$ cat src/rtl/serial_adder.sv
// Bit-serial adder/subtractor: one full-adder cell plus a carry flip-flop,
// processing one operand bit per clock, LSB first, under start/busy/done.
module serial_adder #(
    parameter  int WIDTH = 8,
    localparam int CNT_W = $clog2(WIDTH + 1)
) (
    input  logic             clk,
    input  logic             rst,
    input  logic             start,
    input  logic             sub,
    input  logic [WIDTH-1:0] a,
    input  logic [WIDTH-1:0] b,
    input  logic             cin,
    output logic             busy,
    output logic             done,
    output logic [WIDTH-1:0] s,
    output logic             cout,
    output logic             ovf
);

    typedef enum logic {
        IDLE = 1'b0,
        RUN  = 1'b1
    } state_t;

    state_t           state, state_nxt;
    logic [WIDTH-1:0] a_sr, b_sr, res_sr;
    logic             carry;
    logic [CNT_W-1:0] cnt;

    logic             sum_bit, carry_nxt, last_bit;
    logic             load, finish;

    // Full-adder cell on the current LSBs, and detection of the final bit.
    always_comb begin
        sum_bit   = a_sr[0] ^ b_sr[0] ^ carry;
        carry_nxt = (a_sr[0] & b_sr[0]) | (a_sr[0] & carry) | (b_sr[0] & carry);
        last_bit  = (cnt == CNT_W'(WIDTH - 1));
    end

    // Next-state logic: accept a request in IDLE, finish on the last bit.
    always_comb begin
        // NOTE: every output of this block is defaulted first so no path leaves
        // a value unassigned, which would otherwise infer a latch.
        state_nxt = state;
        load      = 1'b0;
        finish    = 1'b0;
        busy      = (state == RUN);
        case (state)
            IDLE: begin
                if (start) begin
                    load      = 1'b1;
                    state_nxt = RUN;
                end
            end
            RUN: begin
                if (last_bit) begin
                    finish    = 1'b1;
                    state_nxt = IDLE;
                end
            end
            default: state_nxt = IDLE;
        endcase
    end

    // State register; reset abandons any operation in progress.
    always_ff @(posedge clk) begin
        // NOTE: sequential state uses non-blocking assignments so every register
        // samples the pre-edge values, independent of statement order.
        if (rst) state <= IDLE;
        else     state <= state_nxt;
    end

    // Operand shift registers, carry FF, counter and the result registers.
    always_ff @(posedge clk) begin
        // NOTE: the shift registers are cleared by reset too, so no X can leak
        // into the carry chain or the visible result after power-up.
        if (rst) begin
            a_sr   <= '0;
            b_sr   <= '0;
            res_sr <= '0;
            carry  <= 1'b0;
            cnt    <= '0;
            s      <= '0;
            cout   <= 1'b0;
            ovf    <= 1'b0;
            done   <= 1'b0;
        end else begin
            done <= finish;
            if (load) begin
                // Subtraction is a + ~b + 1: invert B and force the carry-in.
                a_sr  <= a;
                b_sr  <= sub ? ~b : b;
                carry <= sub ? 1'b1 : cin;
                cnt   <= '0;
            end else if (state == RUN) begin
                a_sr   <= a_sr >> 1;
                b_sr   <= b_sr >> 1;
                carry  <= carry_nxt;
                res_sr <= {sum_bit, res_sr[WIDTH-1:1]};
                cnt    <= cnt + CNT_W'(1);
                if (finish) begin
                    // Only the completed word is published; partial sums stay internal.
                    s    <= {sum_bit, res_sr[WIDTH-1:1]};
                    cout <= carry_nxt;
                    ovf  <= carry ^ carry_nxt;
                end
            end
        end
    end

endmodule

$ cat config.mk
export PLATFORM = sky130hd
export DESIGN_NAME = serial_adder
export DESIGN_NICKNAME = d
export VERILOG_FILES = /design/src/rtl/serial_adder.sv
export SDC_FILE = /design/constraint.sdc
export NUM_CORES = 1
export LEC_CHECK = 0
export ABC_AREA = 1
export CELL_PAD_IN_SITES_DETAIL_PLACEMENT = 0
export CELL_PAD_IN_SITES_GLOBAL_PLACEMENT = 2
export CORE_ASPECT_RATIO = 0.5
export CORE_MARGIN = 2
export CORE_UTILIZATION = 29
export CTS_BUF_LIST = sky130_fd_sc_hd__clkbuf_2
export CTS_CLUSTER_SIZE = 16
export DETAILED_ROUTE_END_ITERATION = 6
export GPL_TIMING_DRIVEN = 0
export PLACE_DENSITY = 0.83
export SLEW_MARGIN = 25
export SYNTH_ARGS = -nofsm -noshare
export SYNTH_HDL_FRONTEND = slang
export SYNTH_SLANG_ARGS = --single-unit
$ cat constraint.sdc
create_clock -name clk -period 1.7 [get_ports clk]
set_clock_uncertainty 0.15 [all_clocks]
set_input_delay 0.51 -clock clk [delete_from_list [all_inputs] [get_ports clk]]
set_output_delay 0.51 -clock clk [all_outputs]
set_load 0.05 [all_outputs]
==> reports/qor.csv, run 1 <==
stage,metric,value,unit
timing,slew-limit-headroom,68.7,%
clocking,clk_pin_slew,0.24,ns
global_routing,grt_max_degree,15,
setup_path,cp.arrival,0.98,ns
setup_path,slowest_delay,0.41,ns
floorplanning,start_util,29.8,%
setup_path,cpMaxStageDelayCell,dfxtp_2,
route,first_iter_violations,60,
layout,antennaDiodeCount,0,
clocking,cts_tree,done,
clocking,cts_sinks,40,
layout,fin_area,2370,um2
setup_path,required,1.04,ns
route,firstDrtPassIters,4,
setup_path,cp_cell_sequence,buf_8,
yosys,yosysWarnings,0,
timing,finalCritPeriodShare,96.2,%
run,cap_violations,0,
floorplanning,dieArea,6880,um2
clocking,root_buffer,clkbuf_2,
setup_path,path_class,flip-flop to primary output,
setup_path,cp-end-kind,primary output,
global_routing,grt_pass1_wl,6980,um
route,vias_per_cell,4.28,
floorplanning,rows,20,
place,dpl.hpwl,2930,um
yosys,syn_inst,258,
floorplanning,io-pin-count,33,
layout,nFillCells,688,
setup_path,cp.depth,1,
timing,rsz0062_at_grt,yes,
hold_path,hold_path_class,flip-flop to flip-flop,
power_and_ir_drop,power_density,781,nW/um2
place,dpl_cell_area,2210,um2
timing,final-hold-violation-count,0,
layout,fin_util,39.4,%
clocking,cts_buffer_depth,2,
yosys,synth_area,1800,um2
global_routing,grt_overflow,0,
clocking,postCtsHoldBufs,0,
route,drc,0,
route,wl_per_cell,10.5,um
timing,setup_viol,0,
clocking,cts_made_buffers,5,
floorplanning,chipHeight,59.7,um
layout,syn2layout_area_growth,32.1,%
route,num_vias,1676,
setup_path,critPathMaxFanout,2,
yosys,synth_seq_cells,40,
power_and_ir_drop,max-vdd-ir-drop,0.209,mV
route,routed_wirelength,4100,um
outcome,status,"finished, final reports clean",
clocking,insertion_delay,0.41,ns
setup_path,rr_endpoint,cout,
global_routing,track_usage,13.0,%
yosys,synth.top_cell.area_share,44.6,%
timing,fmax,611,MHz
yosys,ys_types,22,
place,place_congestion,0.739,
floorplanning,core_area,6030,um2
yosys,synth-seq-area-share,44.6,%
setup_path,cp_top_family,flip-flops,
setup_path,reg2reg_slack,0.29,ns
setup_path,ff2ff_path_depth,7,
hold_path,whs_endpoint,s[3],
layout,layout.nets,326,
clocking,h-tree-depth,2,
layout,drive_gt1_share,18.8,%
timing,tightest_slew,0.470,ns
route,ant_nets,0,
hold_path,hp-start,res_sr[4],
setup_path,start_kind,flip-flop,
global_routing,antenna_found_initial,0,
setup_path,path_buf_inv,1,
timing,period_minus_slack,1.64,ns
power_and_ir_drop,leakage,0.00114,uW
place,io_buffers,30,
yosys,syn-num-nets,281,
hold_path,holdPathStages,2,
yosys,yosys-top-cells-area,"dfxtp_1 (45%), nand2_1 (17%), nand3_1 (10%)",
yosys,synth.avg_cell_area,6.96,um2
global_routing,grt_pass1_vias,1516,
timing,slew_violations,0,
setup_path,rr_startpoint,cnt[0],
yosys,synth_top_cell_by_area,dfxtp_1,
floorplanning,die_x,115,um
placed cells by master (no fill, tap or decap), types with 4 or more instances in the layout:
cell type        netlist  routed
inv_1                 20      20
clkbuf_2               0       5
nand2_1               82      82
nor2_1                19      19
buf_6                  3      12
dfxtp_2                0      10
clkinv_1               5       5
inv_2                  6       6
buf_4                  4      13
o21ai_1                5       5
o21ai_0                4       4
a21oi_1               18      18
dfxtp_1               40      29
clkdlybuf4s50_1        0      18
nand3_1               37      37
area by class of cell:
class / count / area [um2] / area share, %
multi-input cells: 174 / 791 / 33.3
well taps: 88 / 110 / 4.64
flip-flops and latches: 40 / 817 / 34.4
clock inverters: 3 / 46.3 / 1.95
inverters: 31 / 116 / 4.90
clock buffers: 5 / 25.0 / 1.05
plain buffers: 13 / 88.8 / 3.74
repair buffers: 38 / 379 / 16.0
cell families (layout without fill, tap and decap cells):
family	count (synthesis)	after routing	share of synthesized area, %
AOI/OAI and AO/OA	27	27	7.52
xor gates and xnor gates	1	1	0.488
adders and majority gates	2	2	1.81
buffers and inverters	44	90	11.4
DFF	40	40	44.6
and+or+nand+nor	144	144	34.2
metrics by stage:
step,instances,hold slack (ns),TNS (ns),power [uW],setup slack (ns)
detailed placement,376,0.308,-6.34,1270,-0.277
finish,392,0.326,0,1850,0.0641
floorplan,258,0.289,0,1180,0.0881
global route,392,0.332,-0.0304,1970,-0.0121
global placement,376,0.307,-6.35,1270,-0.274
CTS,384,0.329,0,1880,0.000430
worst register-to-register path, cell delays in order (launching register included):
cell     delay (ns)
dfxtp_1        0.38
ha_1           0.19
nand2_1        0.13
inv_2          0.05
nand3_1        0.08
buf_2          0.24
nand3_1        0.10
nand2_1        0.08
per-layer routing:
metal  routed length [um]  up-vias  GRT usage, %
li1                     -      895             -
met1                 2060      751          17.0
met2                 1850       25          21.6
met3                  145        5          3.35
met4                   40        0          3.61
met5                    0        -             0
synth_stat cells:
cell / n
o21ai_0: 4
nor3_2: 1
buf_6: 3
xor2_1: 1
buf_2: 2
buf_4: 4
fa_1: 1
nor3_1: 2
clkinv_1: 5
dfxtp_1: 40
nor2_1: 19
clkbuf_1: 2
ha_1: 1
buf_1: 2
inv_1: 20
nand2_1: 82
nor2_4: 2
a21oi_1: 18
o21ai_1: 5
inv_2: 6
nand3_1: 37
nor3b_1: 1
worst max path at each step:
stage          start         to  slack, ns
5_1_grt          ovf        ovf      -0.01
3_5_place_dp     rst  res_sr[6]      -0.28
2_1_floorplan   busy       cout       0.09
6_report        s[3]       s[3]       0.06
4_1_cts         done       done     0.0004
3_3_place_gp     rst  res_sr[7]      -0.27
timing repair:
action	in CTS	in global routing
gates resized for setup	76	22
cloned	0	0
setup endpoints to repair	12	12
buffers inserted	0	8
state kept, by name, summed over array words and instances, names as in the netlist:
| register | cells |
|---|---|
| a_sr | 8 |
| b_sr | 8 |
| carry | 1 |
| ovf | 1 |
| busy | 1 |
| done | 1 |
| cout | 1 |
| s | 8 |
| cnt | 4 |
| res_sr | 7 |
where the power goes:
group / switching (uW) / internal, uW / leakage [uW]
combinational: 138 / 115 / 0.000764
sequential: 26.6 / 980 / 0.000332
clock: 342 / 253 / 0.0000396
No activity file was read; power rests on OpenSTA's default activity.
==> run 2, diff against run 1 <==
--- a/config.mk
+++ b/config.mk
@@ -15,7 +15,8 @@
 export CTS_CLUSTER_SIZE = 16
 export DETAILED_ROUTE_END_ITERATION = 6
 export GPL_TIMING_DRIVEN = 0
-export PLACE_DENSITY = 0.83
+export PLACE_DENSITY = 0.86
+export RECOVER_POWER = 25
 export SLEW_MARGIN = 25
 export SYNTH_ARGS = -nofsm -noshare
 export SYNTH_HDL_FRONTEND = slang
==> run 2 against run 1 <==
- non-clock buffer count fell by 4
- via count fell by 0.60%
- critical endpoint is now busy
- design area fell by 1.1%
- largest cell class unchanged
==> reports/qor.csv, run 2 (synthesized netlist as in run 1, its figures left out) <==
stage,metric,value,unit
floorplanning,chipHeight,59.7,um
place,io_buffers,30,
place,place_congestion,0.714,
hold_path,hold_path_class,flip-flop to flip-flop,
layout,antennaDiodeCount,0,
clocking,cts_sinks,40,
timing,final-hold-violation-count,0,
layout,layout.nets,322,
timing,finalCritPeriodShare,95.5,%
clocking,cts_made_buffers,5,
setup_path,cp.depth,1,
setup_path,cp.arrival,0.96,ns
timing,setup_viol,0,
timing,fmax,616,MHz
setup_path,cpMaxStageDelayCell,dfxtp_4,
floorplanning,die_x,115,um
power_and_ir_drop,power_density,786,nW/um2
hold_path,holdPathStages,2,
route,num_vias,1666,
setup_path,path_class,flip-flop to primary output,
timing,slew-limit-headroom,68.2,%
layout,final_cell_mix,"nand2_1 (82), nand3_1 (37), dfxtp_1 (30)",
route,vias_per_cell,4.29,
floorplanning,io-pin-count,33,
floorplanning,core_area,6030,um2
setup_path,required,1.04,ns
place,dpl.hpwl,2890,um
global_routing,track_usage,12.8,%
setup_path,critPathMaxFanout,4,
route,first_iter_violations,97,
timing,tightest_slew,0.473,ns
global_routing,grt_overflow,0,
setup_path,ff2ff_path_depth,7,
route,ant_nets,0,
power_and_ir_drop,max-vdd-ir-drop,0.308,mV
setup_path,slowest_delay,0.43,ns
clocking,insertion_delay,0.39,ns
timing,rsz0062_at_grt,yes,
setup_path,path_buf_inv,1,
global_routing,antenna_found_initial,0,
layout,final_cells,388,
floorplanning,start_util,29.8,%
place,place_inst,376,
power_and_ir_drop,leakage,0.00112,uW
global_routing,grt_pass1_vias,1540,
setup_path,cp_cell_sequence,buf_8,
clocking,cts_tree,done,
setup_path,cp-end-kind,primary output,
global_routing,grt_max_degree,15,
clocking,cts_buffer_depth,2,
floorplanning,dieArea,6880,um2
layout,top_regs,"a_sr (8), b_sr (8), s (8)",
clocking,h-tree-depth,2,
route,firstDrtPassIters,4,
floorplanning,rows,20,
route,drc,0,
timing,hold_slack,0.335,ns
run,cap_violations,0,
setup_path,cp_top_family,flip-flops,
clocking,root_buffer,clkbuf_2,
clocking,clk_pin_slew,0.22,ns
timing,period_minus_slack,1.62,ns
timing,slew_violations,0,
layout,drive_gt1_share,17.0,%
setup_path,start_kind,flip-flop,
route,wl_per_cell,10.2,um
layout,syn2layout_area_growth,30.7,%
layout,fin_util,38.9,%
layout,layout_commonest_cell,nand2_1,
global_routing,grt_pass1_wl,6890,um
route,routed_wirelength,3960,um
timing,setup_tns,0,ns
outcome,status,"finished, final reports clean",
run 2: cell count changes in the layout (fill, tap and decap cells not counted):
| cell | previous run | this run |
|---|---|---|
| buf_4 | 13 | 7 |
| buf_6 | 12 | 9 |
| buf_8 | 2 | 5 |
| clkbuf_1 | 2 | 3 |
| clkbuf_2 | 5 | 6 |
| clkinv_4 | 0 | 2 |
| clkinvlp_4 | 1 | 0 |
| dfxtp_1 | 29 | 30 |
| dfxtp_2 | 10 | 9 |
| inv_6 | 1 | 0 |
| o21ai_0 | 4 | 5 |
| o21ai_1 | 5 | 4 |
run 2: routing by layer:
layer	part of all wire (%)	up-vias	GRT usage [%]	routed length, um
li1	-	889	-	-
met1	50	751	16.8	1980
met2	46	23	21.2	1830
met3	3.4	3	3.45	134
met4	0.45	0	3.10	18
met5	0	-	0	0
run 2: layout make-up:
type                    count  area [um2]
fillers                   641        3680
multi-input cells         174         791
repair buffers             34         360
clock buffers               5        25.0
clock inverters             3        47.5
plain buffers              13        82.6
inverters                  31         116
well taps                  88         110
flip-flops and latches     40         816
run 2: tightest hold or removal path: cells and delay by family (launching register included):
kind	cells	cell delay [ns]
flip-flops	1	0.35
AO/OA/AOI/OAI	1	0.06
AND/OR/NAND/NOR	1	0.06
run 2: path summary, 6_finish.rpt:
kind | startpoint | end | slack, ns
max | busy | busy | 0.08
min | a_sr[7] | a_sr[7] | 0.33
max reg2reg | busy | a_sr[6] | 0.15
min reg2reg | a_sr[7] | a_sr[7] | 0.33
run 2: what timing repair did:
item | in CTS | in global routing
resized for setup | 75 | 25
buffers inserted | 0 | 4
endpoints found under the setup margin | 12 | 12
hold buffers | 0 | 0
run 2: power breakdown:
part	switching (uW)	total, uW	leakage (uW)	internal (uW)
sequential	27.2	1010	0.000332	980
combinational	134	247	0.000741	113
clock	337	592	0.0000431	254
total	499	1850	0.00112	1350
run 2: per-stage QoR:
stage          cell area [um2]  total power [uW]  worst slack, ns
6_report                  2350              1850           0.0772
5_1_grt                   2350              1970         -0.00937
3_5_place_dp              2210              1270           -0.260
2_1_floorplan             1800              1180           0.0881
4_1_cts                   2260              1890         0.000843
3_3_place_gp              2210              1270           -0.260
